===== config.mk =====
export PLATFORM = sky130hd
export DESIGN_NAME = led_breathe
export DESIGN_NICKNAME = d
export VERILOG_FILES = /design/src/rtl/led_breathe_pkg.sv /design/src/rtl/led_pwm.sv /design/src/rtl/led_breathe.sv
export SDC_FILE = /design/constraint.sdc
export NUM_CORES = 1
export LEC_CHECK = 0
export ABC_AREA = 1
export BUFFER_PORTS_ARGS = -buffer_cell sky130_fd_sc_hd__buf_2
export CORE_MARGIN = 1
export CORE_UTILIZATION = 31
export DETAILED_ROUTE_END_ITERATION = 8
export GPL_TIMING_DRIVEN = 0
export PLACE_DENSITY = 0.42
export SYNTH_ARGS = -nofsm -noshare
export SYNTH_HDL_FRONTEND = slang
export SYNTH_HIERARCHICAL = 1
export SYNTH_SLANG_ARGS = --single-unit

===== constraint.sdc =====
create_clock -name sysclk -period 6.1 [get_ports sysclk]
set_input_delay 0.61 -clock sysclk [delete_from_list [all_inputs] [get_ports sysclk]]
set_output_delay 0.61 -clock sysclk [all_outputs]
set_load 0.02 [all_outputs]

===== src/rtl/led_breathe_pkg.sv =====
// -----------------------------------------------------------------------------
// led_breathe_pkg
//   Shared types and constants for the LED breathing block.
//   - breathe_state_t : FSM state encoding (IDLE, RAMP_UP, HOLD_HI, RAMP_DOWN,
//                       HOLD_LO).
//   - DEFAULT_*       : default parameter values (8-bit PWM, 131072-cycle
//                       brightness step, 64-step holds).
//   - cnt_width()     : counter width for a modulus n, never less than 1 bit.
// -----------------------------------------------------------------------------
package led_breathe_pkg;

  typedef enum logic [2:0] {
    IDLE      = 3'd0,
    RAMP_UP   = 3'd1,
    HOLD_HI   = 3'd2,
    RAMP_DOWN = 3'd3,
    HOLD_LO   = 3'd4
  } breathe_state_t;

  localparam int DEFAULT_PWM_BITS   = 8;
  localparam int DEFAULT_PRESCALE   = 131072;
  localparam int DEFAULT_HOLD_STEPS = 64;

  // Bits needed to count 0..n-1; a modulus of 1 still gets a 1-bit counter.
  function automatic int cnt_width(input int n);
    return (n > 1) ? $clog2(n) : 1;
  endfunction

endpackage


===== src/rtl/led_pwm.sv =====
// -----------------------------------------------------------------------------
// led_pwm
//   Free-running PWM generator for an active-low LED.
//   pwm_cnt counts 0..2**PWM_BITS-1 and wraps; LED_n is the registered result
//   of (pwm_cnt < duty), inverted, so the LED is lit for 'duty' cycles out of
//   every 2**PWM_BITS. One cycle of latency from compare to LED_n.
//
// Ports:
//   sysclk  in   clock
//   nRESET  in   synchronous active-low reset (pwm_cnt=0, LED_n=1)
//   duty    in   [PWM_BITS-1:0] on-time per PWM window
//   LED_n   out  registered LED drive, active-low
// -----------------------------------------------------------------------------
module led_pwm #(
  parameter int PWM_BITS = 8
) (
  input  logic                sysclk,
  input  logic                nRESET,
  input  logic [PWM_BITS-1:0] duty,
  output logic                LED_n
);

  logic [PWM_BITS-1:0] pwm_cnt;

  always_ff @(posedge sysclk) begin
    if (!nRESET) begin
      pwm_cnt <= '0;
      LED_n   <= 1'b1;
    end else begin
      pwm_cnt <= pwm_cnt + 1'b1;
      LED_n   <= !(pwm_cnt < duty);
    end
  end

endmodule


===== src/rtl/led_breathe.sv =====
// -----------------------------------------------------------------------------
// led_breathe
//   Drives a board LED with a "breathing" pattern: brightness ramps up, holds,
//   ramps down, holds, and repeats while 'enable' is high. A prescaler turns
//   sysclk into brightness steps; a PWM comparator (led_pwm) turns the level
//   into an active-low drive. Dropping 'enable' lets the current breath finish
//   at the dark end of HOLD_LO, so the LED never snaps from bright to dark.
//   'locked' low acts exactly like reset so the LED stays dark until the PLL
//   clock is stable.
//
// Ports:
//   sysclk  in   system clock (PLL c0)
//   nRESET  in   synchronous active-low reset
//   locked  in   PLL lock; low forces everything back to idle
//   enable  in   request breathing
//   LED_n   out  registered LED drive, active-low
//   level   out  [PWM_BITS-1:0] current brightness level
//   busy    out  high whenever the FSM is not IDLE (registered with state)
//
// Build option:
//   LED_BREATHE_GAMMA_EN  defined   : duty = (level*level) >> PWM_BITS
//                         undefined : duty = level (linear)
// -----------------------------------------------------------------------------
module led_breathe
  import led_breathe_pkg::*;
#(
  parameter int PWM_BITS   = DEFAULT_PWM_BITS,
  parameter int PRESCALE   = DEFAULT_PRESCALE,
  parameter int HOLD_STEPS = DEFAULT_HOLD_STEPS
) (
  input  logic                sysclk,
  input  logic                nRESET,
  input  logic                locked,
  input  logic                enable,
  output logic                LED_n,
  output logic [PWM_BITS-1:0] level,
  output logic                busy
);

  localparam int PS_W   = cnt_width(PRESCALE);
  localparam int HOLD_W = cnt_width(HOLD_STEPS);

  localparam logic [PWM_BITS-1:0] LEVEL_MAX = '1;
  localparam logic [PS_W-1:0]     PS_LAST   = PS_W'(PRESCALE - 1);
  localparam logic [HOLD_W-1:0]   HOLD_LAST = HOLD_W'(HOLD_STEPS - 1);

  breathe_state_t      state;
  logic [PS_W-1:0]     presc;
  logic [HOLD_W-1:0]   hold_cnt;
  logic                step;
  logic                run_n;
  logic [PWM_BITS-1:0] duty;

  // Lock loss is treated as a reset for the whole block, PWM included.
  assign run_n = nRESET && locked;

  // Prescaler is held at 0 in IDLE, so a step can only fire while breathing.
  assign step = (state != IDLE) && (presc == PS_LAST);

  always_ff @(posedge sysclk) begin
    if (!run_n) begin
      state    <= IDLE;
      level    <= '0;
      presc    <= '0;
      hold_cnt <= '0;
      busy     <= 1'b0;
    end else begin
      // Wrapping on every step also clears the prescaler on entry to IDLE,
      // since IDLE is only ever entered on a step.
      if (state == IDLE || step) begin
        presc <= '0;
      end else begin
        presc <= presc + 1'b1;
      end

      case (state)
        IDLE: begin
          if (enable) begin
            state <= RAMP_UP;
            busy  <= 1'b1;
          end
        end

        RAMP_UP: begin
          if (step) begin
            if (level == LEVEL_MAX) begin
              state    <= HOLD_HI;
              hold_cnt <= '0;
            end else begin
              level <= level + 1'b1;
            end
          end
        end

        HOLD_HI: begin
          if (step) begin
            if (hold_cnt == HOLD_LAST) begin
              state    <= RAMP_DOWN;
              hold_cnt <= '0;
            end else begin
              hold_cnt <= hold_cnt + 1'b1;
            end
          end
        end

        RAMP_DOWN: begin
          if (step) begin
            if (level == '0) begin
              state    <= HOLD_LO;
              hold_cnt <= '0;
            end else begin
              level <= level - 1'b1;
            end
          end
        end

        HOLD_LO: begin
          // Only exit point of a breath: enable is sampled here, which is
          // what makes a stop graceful and a re-enable seamless.
          if (step) begin
            if (hold_cnt == HOLD_LAST) begin
              hold_cnt <= '0;
              if (enable) begin
                state <= RAMP_UP;
              end else begin
                state <= IDLE;
                busy  <= 1'b0;
              end
            end else begin
              hold_cnt <= hold_cnt + 1'b1;
            end
          end
        end

        default: begin
          state <= IDLE;
          busy  <= 1'b0;
        end
      endcase
    end
  end

`ifdef LED_BREATHE_GAMMA_EN
  // Gamma-2 curve: keep the upper half of level^2. The low half is the
  // truncated fraction and is intentionally dropped.
  logic [PWM_BITS-1:0] gamma_frac_unused;
  logic [PWM_BITS-1:0] level_lo;
  logic [PWM_BITS-1:0] level_hi_zero;

  assign level_lo      = level;
  assign level_hi_zero = '0;
  assign {duty, gamma_frac_unused} = {level_hi_zero, level_lo} * {level_hi_zero, level_lo};
`else
  assign duty = level;
`endif

  led_pwm #(
    .PWM_BITS (PWM_BITS)
  ) u_pwm (
    .sysclk (sysclk),
    .nRESET (run_n),
    .duty   (duty),
    .LED_n  (LED_n)
  );

endmodule

==> summary.md <==
| Metric | Value |
|---|---|
| Initial cell density of the core | `0.318` |
| Clock tree buffer depth | `2` |
| Critical-path maximum fanout | `5` |
| Post-route ant nets | `0` |
| Crit share post-route | `0.408` |
| Type of the worst setup path | `reg -> reg` |
| Final Hold Vio Count | `0` |
| Crit path time final | `2.49 ns` |
| Slew margin rel. | `0.725` |
| Vias per inst | `~4.5` |
| Synth area leader | `dfxtp_1` |
| Pin count of the biggest net entering global routing | `17` |
| Cell area after synthesis | `approximately 2600 sq um` |
| Chip height | `93.6 microns` |
| Post-cts resize count | `0` |
| N_diodes | `0` |
| R2r worst-path depth | `17` |
| WHS Path Cells | `2` |
| Post-CTS Setup Inserts | `0` |
| Vias in the first global route | `2107` |
| Slew Viols, Final | `0` |
| CTS root buffer | `clkbuf_8` |
| Setup crit start kind | `flop` |
| Seq cells post-synth | `between 40 and 50` |
| DRT Wirelength | `between 5000 and 6000 microns` |
| Gr usage total | `0.140` |
| Design Area, Final | `between 2000 and 3000 sq um` |
| DR WL/cell | `about 11 microns` |
| I/O pins | `14` |
| Via count | `2308` |
| Core Box Area | `8180 sq um` |
| Clk slew on worst S/H paths | `0.09 ns` |
| Peak Freq | `about 400 MHz` |
| Critical path data required time | `between 6 and 7 ns` |
| Setup TNS | `0 ns` |
| CTS tree | `yes` |
| First-pass GRT wire length | `9620 microns` |
| Commonest cells after routing, fill and taps aside | `92 x nand2_1, 57 x nor2_1, 56 x inv_1` |
| Largest cells by area after synthesis | `dfxtp_1 34%, nand2_1 13%, nor2_1 8.2%` |
| Max Cap Viol | `0` |
| Post-synth top area share | `0.338` |
| Async set-reset flop share out of synthesis | `0` |
| Ratio of cells with drive above 1 in the final layout | `0.112` |
| Crit-path slowest cell | `dfxtp_1` |
| Arr. time, crit path | `2.69 ns` |
| Cell mode on critical path | `nor2_1` |
| Power per Cell Area | `203 nW/um^2` |
| Leading cell type in the layout, fill and taps excluded | `nand2_1` |
| 1st-pass router iterations | `4` |
| Nets@finish | `431` |
| DIE AREA | `slightly below 9000 sq um` |
| Number of sinks on the clock net | `44` |
| Mapped Avg Cell Area | `6.69 sq um` |
| Fin Clk Skew | `0.00503 ns` |
| Skew-Pair Late Insertion Delay | `0.30 ns` |
| Total number of yosys warnings | `6` |
| Worst-Margin Slew | `0.411 ns` |
| VDD IR max | `0.0858 mV` |
| Input/output buffers | `13` |
| Leakage | `1.27 nW` |
| Initial DRC count | `67` |
| Die W | `between 90 and 100 microns` |
| Critical Path Max Stage Delay | `0.36 ns` |
| CP Depth | `17` |
| DRC Markers | `0` |
| RSZ-0062 raised after global routing | `no` |
| Count of final setup violators | `0` |
| Hold Path Class | `reg -> reg` |
| Gr ovfl total | `0` |
| Post-Syn Nets | `411` |
| Yosys cell types | `29` |
| Post-synth EDFFs | `0` |
| Final GP Congestion | `between 0.7 and 0.8` |
| Initial antenna violation count | `0` |
| # rows | `33` |
| Cell family with the largest share of critical-path delay | `simple AND/OR/NAND/NOR gates` |
| Final Util | `0.354` |
| Sequential fraction of the synthesis area | `0.338` |
| Hold_ws | `about 0.44 ns` |
| Area Growth Syn to Fin | `11.1%` |
| Outcome | `finished, final reports clean` |
| Htree depth | `2` |
| Tot Pwr | `586 uW` |
| Syn Inst Count | `389` |
| Final HPWL DP | `between 4000 and 5000 microns` |
| Num CTS Buffers | `5` |
| CP Cell Sequence | `ha_1, nand3_1, nor2_1, nand3_1, nor2_1, nand3b_1, nor2_1, ha_1, inv_1, nand2_1, nand2_1, inv_1, nand3_1, nor2_1, nand2_1, nand2_1, nor2_1` |
| Endpoint type of the worst setup path | `flop` |
| Hold-fix buffers at CTS | `0` |
| Area after DPL | `2800 sq um` |
| Dominant synthesized flop cell | `dfxtp_1` |
| Worst path bufs/invs | `2` |
[kinds of logic after synthesis]
family                   Yosys count  synth area share
flip-flops                        44             0.338
adder cells (fa/ha/maj)           18            0.0894
XOR/XNOR                           8            0.0269
buffers and inverters             63            0.0923
AO/OA/AOI/OAI                     57             0.116
AND/OR/NAND/NOR                  199             0.337
[cell type report]
type                            count  area, sq um
Buffer                              1         5.00
Clock buffer                        6         82.6
Clock inverter                      2         10.0
Fill cell                         916         5280
Inverter                           62          235
Multi-Input combinational cell    282         1480
Sequential cell                    44          881
Tap cell                          105          131
Timing Repair Buffer               13         65.1
[cell usage after synthesis, types with 3 or more instances]
| cell type | number |
|---|---|
| nand2_2 | 5 |
| nand3b_1 | 4 |
| a21oi_1 | 31 |
| ha_1 | 17 |
| inv_2 | 5 |
| xor2_1 | 5 |
| o21ai_0 | 18 |
| nand3_1 | 20 |
| nor2_2 | 4 |
| xnor2_1 | 3 |
| dfxtp_1 | 44 |
| nand3_2 | 3 |
| nand4_1 | 4 |
| inv_1 | 56 |
| nor2_4 | 3 |
| nor2_1 | 57 |
| nand2_1 | 92 |
| nor3_1 | 5 |
[path summary, 6_finish.rpt]
check / start / end / slack (ns)
min: busy$_SDFFE_PN0P_ / busy$_SDFFE_PN0P_ / 0.44
max reg2reg: presc[0]$_SDFF_PP0_ / state[1]$_SDFFE_PN0P_ / 3.61
min reg2reg: busy$_SDFFE_PN0P_ / busy$_SDFFE_PN0P_ / 0.44
max: presc[0]$_SDFF_PP0_ / state[1]$_SDFFE_PN0P_ / 3.61
[registers in the layout, indices dropped and copies added, names as in the netlist]
register       flops
u_pwm/LED_n        1
u_pwm/pwm_cnt      8
hold_cnt           6
state              3
busy               1
presc             17
level              8
[worst min-delay path: stages (launching register included)]
cell	delay [ns]
dfxtp_1	0.31
inv_1	0.04
a21oi_1	0.05
[per-stage QoR]
step / worst slack, ns / std cells
3_5_place_dp: 3.59 / 507
3_3_place_gp: 3.63 / 507
5_1_grt: 3.26 / 515
6_report: 3.61 / 515
4_1_cts: 3.57 / 515
2_1_floorplan: 3.99 / 389
[layer usage]
metal  vias to the layer above  part of all wire  routed length, microns  GRT usage
met3                         8             0.019                     107     0.0268
met4                         0             0.014                      79     0.0423
met5                         -                 0                       0          0
li1                       1272                 -                       -          -
met1                      1016              0.52                    2900      0.185
met2                        12              0.44                    2460      0.230
[report_power, final]
part | internal (mW) | leakage (nW) | total [mW] | switching, mW
logic | 0.0301 | 0.860 | 0.0898 | 0.0598
clock network | 0.0906 | 0.0510 | 0.195 | 0.105
registers | 0.293 | 0.355 | 0.301 | 0.00771
Note: power is estimated with default switching activity, not from simulation.
